<file path="config.mk">
export PLATFORM = sky130hd
export DESIGN_NAME = bus_txn_arbiter
export DESIGN_NICKNAME = d
export VERILOG_FILES = /design/src/rtl/crypto_pkg.sv /design/src/rtl/bus_txn_arbiter_rr_pick.sv /design/src/rtl/bus_txn_arbiter.sv
export SDC_FILE = /design/constraint.sdc
export NUM_CORES = 1
export LEC_CHECK = 0
export ABC_AREA = 0
export ABC_CLOCK_PERIOD_IN_PS = 1800
export CAP_MARGIN = 20
export CORE_MARGIN = 8
export CORE_UTILIZATION = 40
export CTS_BUF_LIST = sky130_fd_sc_hd__clkbuf_2 sky130_fd_sc_hd__clkbuf_4 sky130_fd_sc_hd__clkbuf_8
export DETAILED_ROUTE_END_ITERATION = 7
export MAX_ROUTING_LAYER = met4
export PLACE_DENSITY = 0.86
export RECOVER_POWER = 100
export SLEW_MARGIN = 20
export SYNTH_ARGS = -nofsm -noshare
export SYNTH_HDL_FRONTEND = slang
export SYNTH_HIERARCHICAL = 1
export SYNTH_SLANG_ARGS = --single-unit
export TNS_END_PERCENT = 50
</file>
<file path="constraint.sdc">
create_clock -name clk -period 1.8 [get_ports clk]
set_input_delay 0.27 -clock clk [delete_from_list [all_inputs] [get_ports clk]]
set_output_delay 0.27 -clock clk [all_outputs]
set_load 0.005 [all_outputs]
</file>
<file path="src/rtl/crypto_pkg.sv">
// crypto_pkg: control-path constants shared by the accelerator engines and bus arbitration.
// Holds requester indices, the arbiter state encoding and default burst length.
package crypto_pkg;

  localparam int REQ_AES   = 0;
  localparam int REQ_SHA   = 1;
  localparam int REQ_SPARE = 2;

  localparam int ARB_MAX_BURST_DEFAULT = 16;

  typedef enum logic {
    ARB_IDLE  = 1'b0,
    ARB_GRANT = 1'b1
  } arb_state_t;

  // Index width that stays at least one bit wide for single-entry arbiters.
  function automatic int idx_width(input int n);
    return (n > 1) ? $clog2(n) : 1;
  endfunction

endpackage

</file>
<file path="src/rtl/bus_txn_arbiter_rr_pick.sv">
// rr_pick: combinational round-robin selector; the first set req at or above rr_ptr
// (wrapping) wins, reported both one-hot and as an index.
module rr_pick
  import crypto_pkg::*;
#(
  parameter int N = 3,
  parameter int W = idx_width(N)
) (
  input  logic [N-1:0] req,
  input  logic [W-1:0] rr_ptr,
  output logic [N-1:0] winner,
  output logic [W-1:0] winner_idx
);

  logic [W:0] cand;

  // Walk offsets from farthest to nearest so the nearest requester overwrites the rest.
  always_comb begin
    winner     = '0;
    winner_idx = '0;
    cand       = '0;
    for (int off = N - 1; off >= 0; off--) begin
      cand = {1'b0, rr_ptr} + (W+1)'(off);
      if (cand >= (W+1)'(N)) cand = cand - (W+1)'(N);
      if (req[cand[W-1:0]]) begin
        winner                 = '0;
        winner[cand[W-1:0]]    = 1'b1;
        winner_idx             = cand[W-1:0];
      end
    end
  end

endmodule

</file>
<file path="src/rtl/bus_txn_arbiter.sv">
// bus_txn_arbiter: round-robin transaction arbiter for the shared accelerator data bus.
// Define BUS_ARB_WATCHDOG_EN to add the stall watchdog and its err pulse output.
module bus_txn_arbiter
  import crypto_pkg::*;
#(
  parameter int NREQ      = 3,
  parameter int DATAW     = 8,
  parameter int MAX_BURST = ARB_MAX_BURST_DEFAULT,
  parameter int TIMEOUT   = 255
) (
  input  logic                       clk,
  input  logic                       rst,
  input  logic [NREQ-1:0]            req,
  input  logic [NREQ-1:0]            last,
  input  logic [NREQ*DATAW-1:0]      data_in,
  output logic [NREQ-1:0]            grant,
  output logic [NREQ-1:0]            take,
  input  logic                       bus_ready,
  output logic [DATAW-1:0]           data_out,
  output logic                       valid_out,
  output logic [idx_width(NREQ)-1:0] owner,
  output logic                       busy
`ifdef BUS_ARB_WATCHDOG_EN
  ,
  output logic                       err
`endif
);

  localparam int OW = idx_width(NREQ);
  localparam int CW = $clog2(MAX_BURST + 1);

  arb_state_t      state;
  arb_state_t      state_next;
  logic [OW-1:0]   rr_ptr;
  logic [CW-1:0]   beat_cnt;
  logic [NREQ-1:0] pick;
  logic [OW-1:0]   pick_idx;
  logic            beat;
  logic            cap_hit;
  logic            force_end;
  logic            burst_end;

  if (MAX_BURST < 1 || TIMEOUT < 1) begin : g_bad_params
    $error("bus_txn_arbiter: MAX_BURST and TIMEOUT must be at least 1");
  end

  rr_pick #(
    .N (NREQ),
    .W (OW)
  ) u_pick (
    .req        (req),
    .rr_ptr     (rr_ptr),
    .winner     (pick),
    .winner_idx (pick_idx)
  );

  assign beat      = |take;
  assign cap_hit   = (beat_cnt == CW'(MAX_BURST - 1));
  assign burst_end = (beat && (last[owner] || cap_hit)) || force_end;

`ifdef BUS_ARB_WATCHDOG_EN
  localparam int SW = $clog2(TIMEOUT + 1);
  logic [SW-1:0] stall_cnt;

  // Consecutive no-take cycles of the current owner; any beat or release clears it.
  always_ff @(posedge clk) begin
    if (rst || state != ARB_GRANT || beat || force_end) stall_cnt <= '0;
    else stall_cnt <= stall_cnt + SW'(1);
  end

  assign force_end = (state == ARB_GRANT) && !beat && (stall_cnt == SW'(TIMEOUT - 1));
  assign err       = force_end;
`else
  assign force_end = 1'b0;
`endif

  always_ff @(posedge clk) begin
    if (rst) state <= ARB_IDLE;
    else state <= state_next;
  end

  always_comb begin
    state_next = state;
    case (state)
      ARB_IDLE:  if (|req) state_next = ARB_GRANT;
      ARB_GRANT: if (burst_end) state_next = ARB_IDLE;
      default:   state_next = ARB_IDLE;
    endcase
  end

  // Grant, owner and pointer change only at arbitration and at burst end, never mid-burst.
  always_ff @(posedge clk) begin
    if (rst) begin
      grant    <= '0;
      owner    <= '0;
      rr_ptr   <= '0;
      beat_cnt <= '0;
    end else if (state == ARB_IDLE) begin
      beat_cnt <= '0;
      if (|req) begin
        grant <= pick;
        owner <= pick_idx;
      end
    end else if (burst_end) begin
      grant    <= '0;
      owner    <= '0;
      beat_cnt <= '0;
      rr_ptr   <= (owner == OW'(NREQ - 1)) ? '0 : owner + OW'(1);
    end else if (beat) begin
      beat_cnt <= beat_cnt + CW'(1);
    end
  end

  always_comb begin
    busy      = (state == ARB_GRANT);
    take      = grant & req & {NREQ{bus_ready}};
    valid_out = busy && req[owner];
    data_out  = '0;
    if (busy) data_out = data_in[int'(owner)*DATAW +: DATAW];
  end

endmodule
</file>
==> insert_results.sql <==
INSERT INTO impl_metrics (metric_group, metric, value, unit) VALUES
('status', 'status', 'finished, final reports clean', ''),
('global_route', 'gr_util_met3', '3.626', '%'),
('sta', 'totalNegativeSetupSlack', '0', 'ps'),
('pwr', 'power_switching', '0.2573', 'mW'),
('yosys', 'netlist.area_leader.share', '20.93', '%'),
('worst_setup_path', 'regToRegEndpoint', 'beat_cnt[2]', ''),
('drt', 'wl_per_cell', '14.90', 'µm'),
('job', 'max_cap_viol_count', '0', ''),
('global_route', 'largest_net_degree_at_the_start_of_global_routing', '14', ''),
('sta', 'rsz0062_at_grt', 'yes', ''),
('global_route', 'grtUsageMet1', '17.55', '%'),
('final_layout', 'layout_commonest_cell', 'clkdlybuf4s50_1', ''),
('drt', 'drt-vias-per-instance', '5.398', ''),
('placement', 'buffer_ports.inserted', '50', ''),
('worst_hold_path', 'timing.hold.worst_path_depth', '2', ''),
('floorplan', 'floorplan.die.height', '71.76', 'µm'),
('clock_tree', 'clock_path_buffers', '2', ''),
('pwr', 'fraction_of_power_consumed_by_combinational_cells', '39.4', '%'),
('floorplan', 'core', '0.003003', 'mm²'),
('floorplan', 'start_util', '41.42', '%'),
('pwr', 'power.leakage', '0.8609', 'nW'),
('sta', 'fin_crit', '1766', 'ps'),
('global_route', 'grt_pass1_wl', '6534', 'µm'),
('clock_tree', 'clkTransAtPathRegs', '90', 'ps'),
('clock_tree', 'tritoncts', 'yes', ''),
('worst_setup_path', 'required', '2000', 'ps'),
('worst_setup_path', 'rr_startpoint', 'owner[0]', ''),
('placement', 'post_dp_cell_area', '0.001942', 'mm²'),
('worst_setup_path', 'ff2ff_setup_slack', '30', 'ps'),
('worst_setup_path', 'timing.critical_path.from_type', 'flip-flop', ''),
('clock_tree', 'clk-insertion-delay-late', '290', 'ps'),
('clock_tree', 'htreeDepth', '1', ''),
('drt', 'vias', '1506', ''),
('clock_tree', 'numClockSinks', '13', ''),
('sta', 'final-max-slew-violation-count', '0', ''),
('worst_setup_path', 'critical_path_arrival', '1970', 'ps'),
('yosys', 'number_of_storage_elements_in_the_synthesis_netlist', '13', ''),
('drt', 'first_iter_violations', '83', ''),
('placement', 'gp_congestion', '0.8891', ''),
('final_layout', 'fill_cell_count', '245', ''),
('drt', 'drtPass1Iterations', '4', ''),
('yosys', 'yosys_warnings', '6', ''),
('sta', 'highest_achievable_clock_rate', '566.4', 'MHz'),
('pwr', 'vdd_ir_drop_max', '0.3049', 'mV'),
('yosys', 'synth_cell_types', '43', ''),
('yosys', 'synth-edff-count', '0', ''),
('final_layout', 'syn2layout_area_growth', '69.62', '%'),
('final_layout', 'final_design_area_no_fill', '0.002110', 'mm²'),
('yosys', 'leading_cell_types_by_total_area_after_synthesis', 'dfxtp_1, mux2i_1, nor2_1', ''),
('worst_hold_path', 'min_path_type', 'flip-flop to flip-flop', ''),
('placement', 'hpwlAfterDp', '3140', 'µm'),
('sta', 'worst-slew-pin-transition', '537.0', 'ps'),
('sta', 'finClkSkew', '6.631', 'ps'),
('pwr', 'power_report.internal_total', '0.5875', 'mW'),
('pwr', 'share_clk_of_total_power', '24.6', '%'),
('worst_setup_path', 'r2r_cells', '6', ''),
('yosys', 'mappedNetlistArea', '0.001244', 'mm²'),
('sta', 'period_share', '98.09', '%'),
('worst_setup_path', 'crit_fanout', '4', ''),
('worst_setup_path', 'setup.worst_path.end_class', 'flip-flop', ''),
('worst_setup_path', 'critPathLaunch', 'owner[0]', ''),
('global_route', 'via_count_of_the_first_global_routing_pass', '1486', ''),
('pwr', 'power_switching_share', '30.45', '%'),
('floorplan', 'dieWidth', '71.76', 'µm'),
('worst_setup_path', 'worst-setup-path-type', 'flip-flop to flip-flop', ''),
('yosys', 'synth_top_flop_cell', 'dfxtp_1', ''),
('drt', 'routed_antenna_nets', '0', ''),
('final_layout', 'finish.net_count', '286', ''),
('final_layout', 'mostFrequentLayoutCells', 'clkdlybuf4s50_1, buf_4, nor2_1', ''),
('clock_tree', 'clock-root-buffer', 'clkbuf_4', ''),
('global_route', 'use_met2', '26.21', '%');
## state kept, by name, indices dropped and copies added (netlist names)
register and flops:
beat_cnt 5, owner 2, grant 3, rr_ptr 2, busy 1
## how the worst min path moves through the flow
stage	to	start
floorplan	busy	rst
global placement	beat_cnt[4]	beat_cnt[4]
detailed placement	beat_cnt[1]	beat_cnt[1]
CTS	beat_cnt[1]	beat_cnt[1]
global route	grant[0]	grant[0]
finish	grant[2]	grant[2]
## worst max-delay path: stages, from the launching register on
cell and delay (ps):
dfxtp_4 380, buf_6 120, mux2_4 320, a221oi_4 340, buf_4 180, nand2_2 40
o41ai_2 300
## kinds of logic after synthesis
logic type / Yosys count / share of synthesized area (%)
mux: 15 / 12.88
compound gates: 49 / 26.56
simple gates: 60 / 23.64
flops: 13 / 20.93
buf+inv: 23 / 9.960
fa+ha+maj: 6 / 6.036
## power by group through the flow
stage	clock (mW)	combinational (mW)	sequential (mW)
3_5_place_dp	0	0.324	0.314
6_report	0.207	0.333	0.304
5_1_grt	0.222	0.364	0.305
2_1_floorplan	0	0.133	0.312
4_1_cts	0.206	0.315	0.307
3_3_place_gp	0	0.318	0.313
## synthesized netlist by cell type (all sizes together) (2+ instances only)
| library cell | n |
|---|---|
| nor3b | 2 |
| a31oi | 2 |
| mux2i | 13 |
| clkbuf | 2 |
| a21oi | 14 |
| nor3 | 4 |
| mux2 | 2 |
| o21ai | 12 |
| o22ai | 4 |
| dfxtp | 13 |
| a22oi | 5 |
| inv | 14 |
| nor2 | 25 |
| nand2 | 9 |
| nor2b | 6 |
| nand3 | 5 |
| and3 | 6 |
| buf | 7 |
| ha | 6 |
## what timing repair did
action / in CTS / in global routing
pin swaps: 0 / 8
resized for setup: 15 / 35
setup endpoints to repair: 13 / 19
setup buffers: 0 / 5
hold buffers: 0 / 0
## metrics by stage
stage	worst slack, ps	utilization (%)	power [mW]	instances
6_report	34.35	70.25	0.8447	279
5_1_grt	-65.84	70.25	0.8919	279
4_1_cts	-136.8	65.75	0.8283	274
3_5_place_dp	-216.9	64.67	0.6375	270
3_3_place_gp	-168.1	64.67	0.6308	270
2_1_floorplan	92.89	-	0.4458	166
## final cells by class
class                      count  area, µm²  area share [%]
multi-input combinational    130      953.4           45.20
timing repair buffer          85      757.0           35.88
sequential                    13      272.8           12.93
inverter                      14      55.05           2.610
tap                           33      41.29           1.957
clock buffer                   4      30.03           1.423
## per-layer routing
layer  share of wire, %  up-vias  routed length, µm
li1                   -      759                  -
met1                 42      698               1765
met2                 52       43               2155
met3                4.8        6                198
met4               0.91        0                 38
met5                  0        -                  0
(Power assumes the default switching activity.)
